$ cat config.mk
export PLATFORM = sky130hd
export DESIGN_NAME = btn_conditioner
export DESIGN_NICKNAME = d
export VERILOG_FILES = /design/src/rtl/btn_cond_pkg.sv /design/src/rtl/btn_debounce.sv /design/src/rtl/btn_conditioner.sv
export SDC_FILE = /design/constraint.sdc
export NUM_CORES = 1
export LEC_CHECK = 0
export ABC_AREA = 0
export BUFFER_PORTS_ARGS = -buffer_cell sky130_fd_sc_hd__buf_2
export CAP_MARGIN = 10
export CELL_PAD_IN_SITES_DETAIL_PLACEMENT = 0
export CELL_PAD_IN_SITES_GLOBAL_PLACEMENT = 1
export CORE_MARGIN = 2
export CORE_UTILIZATION = 45
export CTS_CLUSTER_DIAMETER = 40
export DETAILED_ROUTE_END_ITERATION = 12
export GPL_ROUTABILITY_DRIVEN = 0
export PLACE_DENSITY_LB_ADDON = 0.1
export SYNTH_ARGS = -nofsm -noshare
export SYNTH_HDL_FRONTEND = slang
export SYNTH_SLANG_ARGS = --single-unit
$ cat constraint.sdc
create_clock -name clk -period 4.58 [get_ports clk]
set_input_delay 0.229 -clock clk [delete_from_list [all_inputs] [get_ports clk]]
set_output_delay 0.229 -clock clk [all_outputs]
set_load 0.1 [all_outputs]
$ cat src/rtl/btn_cond_pkg.sv
// Shared constants, register map and helpers for the push-button conditioner.
// Repeat build option: BTN_CONDITIONER_REPEAT_EN (see btn_debounce).
package btn_cond_pkg;

  localparam int unsigned N_BTN_DEF           = 4;
  localparam int unsigned DEBOUNCE_CYCLES_DEF = 1000000;
  localparam int unsigned REPEAT_DELAY_DEF    = 50000000;
  localparam int unsigned REPEAT_RATE_DEF     = 10000000;

  localparam logic [31:0] BTN_LEVEL_OFS = 32'h0;
  localparam logic [31:0] BTN_EVT_OFS   = 32'h4;

  typedef enum logic {
    REG_LEVEL = 1'b0,
    REG_EVT   = 1'b1
  } reg_sel_e;

  // Only address bit 2 distinguishes the two registers.
  function automatic reg_sel_e decode_reg(input logic addr_bit2);
    if ((addr_bit2 == BTN_EVT_OFS[2]) && (BTN_EVT_OFS[2] != BTN_LEVEL_OFS[2]))
      return REG_EVT;
    return REG_LEVEL;
  endfunction

  function automatic int unsigned cnt_width(input int unsigned n);
    return (n < 2) ? 1 : $clog2(n);
  endfunction

endpackage

$ cat src/rtl/btn_debounce.sv
// Single-button conditioner: 2-flop synchroniser, stability counter, edge pulses.
// With BTN_CONDITIONER_REPEAT_EN defined, a held button also emits auto-repeat presses.
module btn_debounce
  import btn_cond_pkg::*;
#(
  parameter int unsigned DEBOUNCE_CYCLES = DEBOUNCE_CYCLES_DEF,
  parameter int unsigned REPEAT_DELAY    = REPEAT_DELAY_DEF,
  parameter int unsigned REPEAT_RATE     = REPEAT_RATE_DEF
) (
  input  logic clk_i,
  input  logic rst_i,
  input  logic raw_i,
  output logic level_o,
  output logic press_o,
  output logic release_o
);

  localparam int unsigned     CW       = cnt_width(DEBOUNCE_CYCLES);
  localparam logic [CW-1:0]   CNT_LAST = CW'(DEBOUNCE_CYCLES - 1);

  logic          sync1_q, sync2_q;
  logic          stable_q, stable_d;
  logic [CW-1:0] cnt_q, cnt_d;
  logic          level_q;
  logic          press_q, press_d;
  logic          release_q, release_d;
  logic          rpt_hit;

  always_comb begin
    stable_d = stable_q;
    cnt_d    = '0;
    if (sync2_q != stable_q) begin
      if (cnt_q == CNT_LAST) begin
        stable_d = sync2_q;
      end else begin
        cnt_d = cnt_q + 1'b1;
      end
    end
  end

  // level_q trails stable_q by one cycle so the level and its pulse appear together.
  always_comb begin
    press_d   = (stable_q & ~level_q) | rpt_hit;
    release_d = ~stable_q & level_q;
  end

  always_ff @(posedge clk_i) begin
    if (rst_i) begin
      sync1_q   <= 1'b0;
      sync2_q   <= 1'b0;
      stable_q  <= 1'b0;
      cnt_q     <= '0;
      level_q   <= 1'b0;
      press_q   <= 1'b0;
      release_q <= 1'b0;
    end else begin
      sync1_q   <= raw_i;
      sync2_q   <= sync1_q;
      stable_q  <= stable_d;
      cnt_q     <= cnt_d;
      level_q   <= stable_q;
      press_q   <= press_d;
      release_q <= release_d;
    end
  end

`ifdef BTN_CONDITIONER_REPEAT_EN
  localparam int unsigned RPT_MAX = (REPEAT_DELAY > REPEAT_RATE) ? REPEAT_DELAY : REPEAT_RATE;
  localparam int unsigned RW      = cnt_width(RPT_MAX);
  localparam logic [RW-1:0] RPT_DELAY_LAST = RW'(REPEAT_DELAY - 1);
  localparam logic [RW-1:0] RPT_RATE_LAST  = RW'(REPEAT_RATE - 1);

  logic [RW-1:0] rpt_cnt_q, rpt_cnt_d;
  logic          rpt_first_q, rpt_first_d;

  // First repeat waits REPEAT_DELAY after acceptance, later ones REPEAT_RATE apart.
  always_comb begin
    rpt_cnt_d   = '0;
    rpt_first_d = 1'b1;
    rpt_hit     = 1'b0;
    if (level_q && stable_q) begin
      rpt_first_d = rpt_first_q;
      rpt_cnt_d   = rpt_cnt_q + 1'b1;
      if (rpt_cnt_q == (rpt_first_q ? RPT_DELAY_LAST : RPT_RATE_LAST)) begin
        rpt_hit     = 1'b1;
        rpt_cnt_d   = '0;
        rpt_first_d = 1'b0;
      end
    end
  end

  always_ff @(posedge clk_i) begin
    if (rst_i) begin
      rpt_cnt_q   <= '0;
      rpt_first_q <= 1'b1;
    end else begin
      rpt_cnt_q   <= rpt_cnt_d;
      rpt_first_q <= rpt_first_d;
    end
  end
`else
  logic unused_rpt;
  assign unused_rpt = ^{REPEAT_DELAY[0], REPEAT_RATE[0]};
  assign rpt_hit    = 1'b0;
`endif

  assign level_o   = level_q;
  assign press_o   = press_q;
  assign release_o = release_q;

endmodule

$ cat src/rtl/btn_conditioner.sv
// Push-button conditioning block: per-button debounce plus sticky press flags on a slave port.
// Auto-repeat is built in when BTN_CONDITIONER_REPEAT_EN is defined.
module btn_conditioner
  import btn_cond_pkg::*;
#(
  parameter int unsigned N_BTN           = N_BTN_DEF,
  parameter int unsigned DEBOUNCE_CYCLES = DEBOUNCE_CYCLES_DEF,
  parameter int unsigned REPEAT_DELAY    = REPEAT_DELAY_DEF,
  parameter int unsigned REPEAT_RATE     = REPEAT_RATE_DEF
) (
  input  logic             clk,
  input  logic             reset,
  input  logic [N_BTN-1:0] btn_raw,
  output logic [N_BTN-1:0] btn_level,
  output logic [N_BTN-1:0] btn_press,
  output logic [N_BTN-1:0] btn_release,
  input  logic             bus_valid,
  output logic             bus_ready,
  input  logic [3:0]       bus_wstrb,
  input  logic [31:0]      bus_addr,
  output logic [31:0]      bus_rdata
);

  for (genvar g = 0; g < N_BTN; g++) begin : g_btn
    btn_debounce #(
      .DEBOUNCE_CYCLES (DEBOUNCE_CYCLES),
      .REPEAT_DELAY    (REPEAT_DELAY),
      .REPEAT_RATE     (REPEAT_RATE)
    ) u_debounce (
      .clk_i     (clk),
      .rst_i     (reset),
      .raw_i     (btn_raw[g]),
      .level_o   (btn_level[g]),
      .press_o   (btn_press[g]),
      .release_o (btn_release[g])
    );
  end

  logic [N_BTN-1:0] evt_q, evt_d, clr_bits;
  logic             ready_q, ready_d;
  logic [31:0]      rdata_q, rdata_d;
  logic             req;
  logic             is_write;
  reg_sel_e         sel;

  logic unused_bus;
  assign unused_bus = ^{bus_addr[31:3], bus_addr[1:0]};

  // A press landing in the same cycle as the read-clear is OR-ed back in and survives.
  always_comb begin
    req      = bus_valid && !ready_q;
    is_write = |bus_wstrb;
    sel      = decode_reg(bus_addr[2]);
    ready_d  = req;
    rdata_d  = '0;
    clr_bits = '0;
    if (req) begin
      if (sel == REG_EVT) begin
        rdata_d[N_BTN-1:0] = evt_q;
        if (!is_write) begin
          clr_bits = evt_q;
        end
      end else begin
        rdata_d[N_BTN-1:0] = btn_level;
      end
    end
    evt_d = (evt_q & ~clr_bits) | btn_press;
  end

  always_ff @(posedge clk) begin
    if (reset) begin
      ready_q <= 1'b0;
      rdata_q <= '0;
      evt_q   <= '0;
    end else begin
      ready_q <= ready_d;
      rdata_q <= rdata_d;
      evt_q   <= evt_d;
    end
  end

  assign bus_ready = ready_q;
  assign bus_rdata = rdata_q;

endmodule

==> flow_summary.yaml, run 1 <==
clock_tree:
  ctsHoldBuffers: 4
  cts-root-buf: "clkbuf_8"
  clkTransAtPathRegs_ns: 0.05
  cts_tree: "yes"
  ctsHtreeMaxLevel: 4
  cts_resized: 0
  post_cts_buffers: 0
  clockBufferDepth: 2
  numCtsBuffers: 17
  cts.sinks: 113
  clock_latency_ns: 0.51
route:
  firstDrtPassIters: 4
  drt_wl_total_um: 9000
  met3_length_um: 346
  vias: 3734
  ant_nets: 0
  highest_layer: "met4"
  wl_met2_um: 4100
  drtIter0Drc: 179
  drc_errors: 0
  viasPerCell: 5.10
  wl_per_cell_um: 12.3
  met1_length_um: 4330
layout:
  drive_gt1_frac: 0.115
  n_fill_cell: 998
  nets: 626
  area_growth_pct: 13.8
  antenna_cells: 0
  final_area_mm2: 0.00565
synthesis:
  seq_area_frac_synth: 0.456
  synthCells: 557
  synth_edf_count: 0
  synth_ff_type: "dfxtp_1"
  synth_area_mm2: 0.00496
  async_reset_ff_frac: 0
  yosysWarnings: 0
  syn_area_per_cell_um2: 8.91
  yosysUniqueCellTypes: 40
  synth.ff_latch_count: 113
sta:
  post-route-period-util: 0.431
  hold_viol: 0
  slew_violations: 0
  tns_ns: 0
  relSlewSlack: 0.637
  rsz0062_at_grt: "false"
  finClkSkew_ns: 0.0151
  worstMarginPinSlew_ns: 0.545
  min_period_ns: 1.97
  setup_violations: 0
  max_freq_ghz: 0.506
setup_path:
  path_max_fanout: 7
  worstPathRequired_ns: 5.02
  path_delay_family: "simple AND/OR/NAND/NOR gates"
  r2r_start: "g_btn[0].u_debounce.cnt_q[0]"
  crit_buf_inv: 0
  cp-end-kind: "register"
  cp-startpoint: "g_btn[0].u_debounce.cnt_q[0]"
  critPathLaunchType: "register"
  max_stage_delay_ns: 0.55
  worstPathCellList: "ha_1 > and4_1 > nand4_1 > or4_1 > a21oi_1"
  cpMaxStageDelayCell: "or4_1"
  crit_type: "reg -> reg"
  arrival_ns: 2.42
die:
  die-height_um: 109
  initial_core_util: 0.460
  dieArea_mm2: 0.0119
  rows: 38
  die_x_um: 109
  coreArea_mm2: 0.0108
  io_pins: 88
pwr:
  p_leak_nw: 1.95
  switching_share: 0.224
  comb_power_share: 0.055
  p_switching_uw: 538
  powerDensity_mw_per_mm2: 425
  power_frac_seq: 0.414
  max-vdd-ir-drop_mv: 0.332
  p_int_mw: 1.86
  clock_power_share: 0.532
global_route:
  grt_max_degree: 31
  overflow: 0
  grt_pass1_vias: 3303
  grt_pass1_wl_um: 14900
  antenna_found_initial: 0
  grt.total_usage: 0.163
hold_path:
  hold_class: "in -> reg"
  worstHoldStart: "bus_addr[2]"
job:
  maxCapViolCount: 0
run_status:
  status: "complete, no violations"
placement:
  dpl-instance-area_mm2: 0.00502
  place_hpwl_um: 5980
  numPortBuffers: 28
worst paths after layout:
| kind | to | slack [ns] | cells past startpoint |
|---|---|---|---|
| setup / recovery | g_btn[0].u_debounce.cnt_q[18] | 2.61 | 5 |
| hold / removal | bus_rdata[1] | 0.09 | 3 |
| setup reg to reg | g_btn[0].u_debounce.cnt_q[18] | 2.61 | 5 |
| hold reg to reg | g_btn[2].u_debounce.sync2_q | 0.43 | 1 |
flip-flops by register name (all words and copies together), names as in the netlist:
name and cells:
g_btn.u_debounce.sync1_q 4, g_btn.u_debounce.press_o 4, bus_rdata 4, g_btn.u_debounce.sync2_q 4, g_btn.u_debounce.release_o 4, evt_q 4, g_btn.u_debounce.cnt_q 80, bus_ready 1
g_btn.u_debounce.level_o 4, g_btn.u_debounce.stable_q 4
worst register-to-register path, stage by stage, from the launching register on:
cell     delay [ns]
dfxtp_1        0.39
ha_1           0.23
and4_1         0.30
nand4_1        0.30
or4_1          0.55
a21oi_1        0.15
final cells by class:
class,count,area (µm²),area share
multi-input combinational,394,2350,0.416
sequential,113,2260,0.401
clock buffer,28,515,0.0913
timing repair buffer,36,210,0.0372
tap,140,175,0.0310
clock inverter,4,70.1,0.0124
inverter,17,63.8,0.0113
stage by stage:
step	cells	hold WS [ns]	util	power, mW	worst slack (ns)
after floorplan	584	0.357	-	1.15	2.74
after global placement	696	0.421	0.465	1.14	2.66
after detailed placement	696	0.421	0.465	1.14	2.62
after CTS	732	0.0636	0.523	2.43	2.62
after global routing	732	0.0958	0.523	2.49	2.47
final	732	0.0934	0.523	2.40	2.61
layer usage:
layer,up-vias,track usage
met5,-,0
met4,0,0.0852
met3,17,0.0562
met2,63,0.257
met1,1731,0.196
li1,1923,-
layout by cell type (no fill, tap or decap), types with 4 or more instances in the layout:
cell type / count
nor4b_1: 7
nor3b_1: 6
clkbuf_16: 16
nand4_1: 22
nand2_1: 24
or4_1: 17
xor2_1: 28
dlygate4sd3_1: 4
o21ai_0: 15
nor2b_1: 17
and2_1: 6
conb_1: 28
buf_4: 4
o31ai_1: 15
clkbuf_8: 7
buf_2: 28
a21oi_1: 34
nor3_1: 8
or3_1: 16
nand3_1: 24
inv_1: 17
and4_1: 7
clkbuf_1: 5
ha_1: 4
mux2i_1: 4
dfxtp_1: 113
and3_1: 5
xnor2_1: 21
o21ai_1: 4
nor2_1: 67
synthesized netlist by cell type (all sizes together) (2+ instances only):
cell      n  area share
nor3      8      0.0081
nor2     67       0.051
dfxtp   113        0.46
a21oi    34       0.034
mux2i     4      0.0081
nor4      2      0.0025
or3      16       0.020
nor3b     6      0.0091
buf      43       0.064
nand4    24       0.033
xor2     28       0.049
o31ai    15       0.023
nand3    26       0.028
nor2b    17       0.021
ha        4       0.010
nand2    24       0.018
clkbuf   17       0.015
inv      17       0.013
and3      6      0.0078
and4      8       0.014
or4      17       0.026
nor4b     7       0.012
and2      6      0.0076
xnor2    21       0.037
o21ai    19       0.019
cell families after synthesis:
kind of cell | synth area share
other | 0.000756
buffers and inverters | 0.0913
AO/OA/AOI/OAI | 0.0797
multiplexers | 0.00807
flip-flops | 0.456
XOR/XNOR | 0.0865
AND/OR/NAND/NOR | 0.268
adder cells (fa/ha/maj) | 0.0101
power by group through the flow:
stage	Sequential, mW	Combinational (mW)	Clock [mW]
6_report	0.992	0.131	1.28
5_1_grt	0.991	0.137	1.36
3_5_place_dp	1.01	0.129	0
3_3_place_gp	1.01	0.128	0
4_1_cts	0.991	0.131	1.31
2_1_floorplan	1.02	0.135	0
No activity file was read; power rests on OpenSTA's default activity.
==> run 2, diff against run 1 <==
--- a/config.mk
+++ b/config.mk
@@ -11,7 +11,7 @@
 export CELL_PAD_IN_SITES_DETAIL_PLACEMENT = 0
 export CELL_PAD_IN_SITES_GLOBAL_PLACEMENT = 1
 export CORE_MARGIN = 2
-export CORE_UTILIZATION = 45
+export CORE_UTILIZATION = 42
 export CTS_CLUSTER_DIAMETER = 40
 export DETAILED_ROUTE_END_ITERATION = 12
 export GPL_ROUTABILITY_DRIVEN = 0
==> constraint.sdc (replaced) <==
create_clock -name clk -period 1.85 [get_ports clk]
set_input_delay 0.0925 -clock clk [delete_from_list [all_inputs] [get_ports clk]]
set_output_delay 0.0925 -clock clk [all_outputs]
set_load 0.1 [all_outputs]
==> flow_summary.yaml, run 2 (synthesized netlist as in run 1, its figures left out) <==
hold_path:
  whs_endpoint: "bus_rdata[3]"
  worstHoldStart: "bus_addr[2]"
  hold_depth: 3
  hold_class: "in -> reg"
layout:
  regMostFlops: "g_btn.u_debounce.cnt_q"
  area_growth_pct: 20.9
  layout_common_cells: "110 x dfxtp_1, 67 x nor2_1, 48 x buf_4"
  final_area_mm2: 0.00600
  final_common_cell: "dfxtp_1"
  antenna_cells: 0
  nets: 670
  drive_gt1_frac: 0.191
  n_fill_cell: 1090
  layout.cells.non_filler: 777
  largest_reg_flops: 80
pwr:
  max-vdd-ir-drop_mv: 0.689
  switching_share: 0.227
  comb_power_share: 0.056
  p_int_mw: 4.55
  clock_power_share: 0.527
  power_frac_seq: 0.417
  p_leak_nw: 2.17
  p_switching_mw: 1.33
  powerDensity_mw_per_mm2: 982
  power_mw: 5.89
global_route:
  antenna_found_initial: 0
  grt_pass1_vias: 3586
  grt_pass1_wl_um: 16100
  overflow: 0
  grt_max_degree: 26
  grt.total_usage: 0.156
setup_path:
  worst-r2r-setup-slack_ns: 0.11
  path_delay_family: "simple AND/OR/NAND/NOR gates"
  arrival_ns: 2.08
  r2r_start: "g_btn[0].u_debounce.cnt_q[0]"
  max_stage_delay_ns: 0.55
  worstPathRequired_ns: 2.18
  cp-end-kind: "register"
  path_max_fanout: 5
  cp.depth: 5
  cpMaxStageDelayCell: "or4_1"
  crit_buf_inv: 0
  r2r_end: "g_btn[0].u_debounce.cnt_q[18]"
  worstPathCellList: "ha_4 > and4_1 > nand4_1 > or4_1 > a21oi_1"
  rr_worst_depth: 5
  critPathLaunchType: "register"
  crit_type: "reg -> reg"
die:
  coreArea_mm2: 0.0115
  initial_core_util: 0.433
  dieArea_mm2: 0.0127
  die-height_um: 113
  io_pins: 88
  rows: 39
  die_x_um: 113
placement:
  pre_cts_slack_ns: 0.0177
  place_hpwl_um: 6610
  dp.cells: 739
  dpl-instance-area_mm2: 0.00532
  numPortBuffers: 28
route:
  wl_per_cell_um: 12.2
  drtIter0Drc: 272
  firstDrtPassIters: 4
  vias: 3875
  viasPerCell: 4.99
  drt_wl_total_um: 9480
  drc_errors: 0
  ant_nets: 0
clock_tree:
  cts.sinks: 113
  cts-root-buf: "clkbuf_16"
  clock_latency_ns: 0.40
  numCtsBuffers: 17
  clkTransAtPathRegs_ns: 0.05
  cts_tree: "yes"
  ctsHtreeMaxLevel: 4
  clockBufferDepth: 2
sta:
  max_freq_ghz: 0.573
  slew_violations: 0
  worst_slack_ns: 0.105
  hold_viol: 0
  post-route-period-util: 0.943
  setup_violations: 0
  min_period_ns: 1.74
  finClkSkew_ns: 0.00634
run_status:
  status: "complete, no violations"
job:
  maxCapViolCount: 0
[run 2: cell count changes in the layout (fill, tap and decap cells not counted)]
cell and change:
buf_4 +44, bufinv_16 -1, clkbuf_1 -4, clkbuf_16 +1
clkinv_2 +2, dfxtp_1 -3, dfxtp_2 +3, ha_1 -1
ha_4 +1, o21ai_1 -1, o21ai_2 +1, or4_1 -2
or4_4 +2
[run 2: power groups by stage]
stage	Combinational (mW)	Sequential, mW	Clock (mW)
after floorplan	0.333	2.51	0
after global placement	0.322	2.51	0
after detailed placement	0.322	2.51	0
after CTS	0.329	2.46	3.17
after global routing	0.341	2.46	3.29
final	0.329	2.46	3.10
[run 2: stage by stage]
stage	setup TNS, ns	hold WS, ns	util
3_3_place_gp	0	0.308	0.464
4_1_cts	0	0.0314	0.518
5_1_grt	-0.0250	0.0507	0.523
2_1_floorplan	0	0.221	-
3_5_place_dp	0	0.314	0.464
6_report	0	0.0476	0.523
[run 2: worst max path at each step]
stage | startpoint | to
2_1_floorplan | g_btn[0].u_debounce.cnt_q[0] | g_btn[0].u_debounce.cnt_q[10]
3_3_place_gp | g_btn[0].u_debounce.cnt_q[0] | g_btn[0].u_debounce.cnt_q[18]
3_5_place_dp | g_btn[3].u_debounce.cnt_q[0] | g_btn[3].u_debounce.cnt_q[18]
4_1_cts | g_btn[0].u_debounce.cnt_q[0] | g_btn[0].u_debounce.cnt_q[18]
5_1_grt | g_btn[0].u_debounce.cnt_q[0] | g_btn[0].u_debounce.cnt_q[18]
6_report | g_btn[0].u_debounce.cnt_q[0] | g_btn[0].u_debounce.cnt_q[18]
[run 2: worst min-delay path: cells and delay by family]
kind / cells / cell delay (ns)
multiplexers: 1 / 0.09
buffers and inverters: 1 / 0.16
AND/OR/NAND/NOR: 1 / 0.07
[run 2: routing by layer]
metal	up-vias	global-route usage	share of wire
li1	2012	-	-
met1	1795	0.194	0.49
met2	64	0.252	0.46
met3	4	0.0514	0.039
met4	0	0.0561	0.0057
met5	-	0	0
[run 2: final cells by class]
type	count	area, µm²	share of cell area
timing repair buffer	80	541	0.0901
clock inverter	5	50.0	0.00835
sequential	113	2270	0.378
multi-input combinational	394	2370	0.396
clock buffer	25	526	0.0876
inverter	17	63.8	0.0106
tap	143	179	0.0298
[run 2: repair_timing]
| action | in CTS | in global routing |
|---|---|---|
| gates resized for setup | 0 | 8 |
| setup endpoints to repair | 1 | 12 |
| hold endpoints to repair | 4 | 0 |
| setup buffers | 0 | 4 |
| pin swaps | 1 | 3 |
| hold buffers | 4 | 0 |
==> run 3, diff against run 2 <==
--- a/config.mk
+++ b/config.mk
@@ -8,10 +8,8 @@
 export ABC_AREA = 0
 export BUFFER_PORTS_ARGS = -buffer_cell sky130_fd_sc_hd__buf_2
 export CAP_MARGIN = 10
-export CELL_PAD_IN_SITES_DETAIL_PLACEMENT = 0
-export CELL_PAD_IN_SITES_GLOBAL_PLACEMENT = 1
 export CORE_MARGIN = 2
-export CORE_UTILIZATION = 42
+export CORE_UTILIZATION = 50
 export CTS_CLUSTER_DIAMETER = 40
 export DETAILED_ROUTE_END_ITERATION = 12
 export GPL_ROUTABILITY_DRIVEN = 0
==> flow_summary.yaml, run 3 (synthesized netlist as in run 1, its figures left out) <==
sta:
  setup_violations: 0
  rsz0062_at_grt: "false"
  slew_violations: 0
  max_freq_ghz: 0.575
  finClkSkew_ns: 0.00673
  tns_ns: 0
  hold_viol: 0
  post-route-period-util: 0.940
  min_period_ns: 1.74
  worst_slack_ns: 0.111
layout:
  drive_gt1_frac: 0.179
  final_common_cell: "dfxtp_1"
  area_growth_pct: 20.3
  largest_reg_flops: 80
  final_area_mm2: 0.00597
  nets: 666
  regMostFlops: "g_btn.u_debounce.cnt_q"
  antenna_cells: 0
  layout.cells.non_filler: 765
  layout_common_cells: "110 x dfxtp_1, 67 x nor2_1, 38 x buf_4"
global_route:
  grt_pass1_wl_um: 16000
  antenna_found_initial: 0
  grt.total_usage: 0.181
  grt_max_degree: 26
  grt_pass1_vias: 3636
  overflow: 0
placement:
  dpl-instance-area_mm2: 0.00524
  dp.cells: 720
  place_hpwl_um: 6260
  numPortBuffers: 28
  pre_cts_slack_ns: 0.0287
die:
  rows: 36
  dieArea_mm2: 0.0107
  die-height_um: 104
  die_x_um: 104
  coreArea_mm2: 0.00968
  initial_core_util: 0.512
  io_pins: 88
clock_tree:
  cts-root-buf: "clkbuf_8"
  cts.sinks: 113
  ctsHtreeMaxLevel: 4
  clock_latency_ns: 0.51
  cts_tree: "yes"
  clockBufferDepth: 2
  clkTransAtPathRegs_ns: 0.05
  numCtsBuffers: 17
setup_path:
  path_max_fanout: 8
  arrival_ns: 2.18
  max_stage_delay_ns: 0.55
  critPathLaunchType: "register"
  worstPathRequired_ns: 2.29
  worstPathCellList: "nand4_1 > or4_4 > or4_1 > a21oi_1"
  cp-end-kind: "register"
  crit_type: "reg -> reg"
  cpMaxStageDelayCell: "or4_4"
run_status:
  status: "complete, no violations"
route:
  viasPerCell: 5.08
  ant_nets: 0
  wl_per_cell_um: 12.3
  firstDrtPassIters: 4
  drc_errors: 0
  vias: 3883
  drt_wl_total_um: 9400
  drtIter0Drc: 159
hold_path:
  hold_class: "in -> reg"
job:
  maxCapViolCount: 0
pwr:
  power_mw: 5.96
  max-vdd-ir-drop_mv: 0.637
  powerDensity_mw_per_mm2: 997
  p_leak_nw: 2.16
run 3: what timing repair did:
action | 4_1_cts | 5_1_grt
hold buffers | 9 | 0
buffers inserted | 0 | 4
hold endpoints to repair | 12 | 0
setup endpoints to repair | 0 | 32
resized for setup | 0 | 7
run 3: cell type report:
type	instances	area, µm²
Tap cell	133	166
Clock inverter	9	104
Clock buffer	23	487
Sequential cell	113	2270
Fill cell	860	3710
Inverter	17	63.8
Timing Repair Buffer	76	527
Multi-Input combinational cell	394	2360
run 3: where the power goes:
part / leakage [nW] / internal [mW] / total (mW) / switching (mW)
Sequential: 0.913 / 2.45 / 2.46 / 0.00732
Clock: 0.290 / 2.08 / 3.17 / 1.08
Combinational: 0.953 / 0.0386 / 0.335 / 0.296
run 3: stage by stage:
stage,util,hold WS [ns]
detailed placement,0.541,0.304
finish,0.617,0.0222
global route,0.617,0.0372
floorplan,-,0.221
global placement,0.541,0.307
CTS,0.612,0.00542
run 3: layer usage:
layer	wire, µm	part of all wire	global-route usage
met1	4430	0.47	0.218
met2	4500	0.48	0.298
met5	0	0	0
met3	349	0.037	0.0541
met4	121	0.013	0.0830
run 3: critical path, delay by kind of cell (launching register included):
family | cells | cell delay [ns]
compound gates | 1 | 0.17
flops | 1 | 0.38
simple gates | 3 | 1.12
run 3: path summary, 6_finish.rpt:
path,from,endpoint,slack [ns],depth (start not counted)
worst max-delay path,g_btn[0].u_debounce.cnt_q[10],g_btn[0].u_debounce.cnt_q[17],0.11,4
worst min-delay path,reset,evt_q[1],0.02,2
worst max register to register,g_btn[0].u_debounce.cnt_q[10],g_btn[0].u_debounce.cnt_q[17],0.11,4
worst min register to register,g_btn[3].u_debounce.sync1_q,g_btn[3].u_debounce.sync2_q,0.43,1
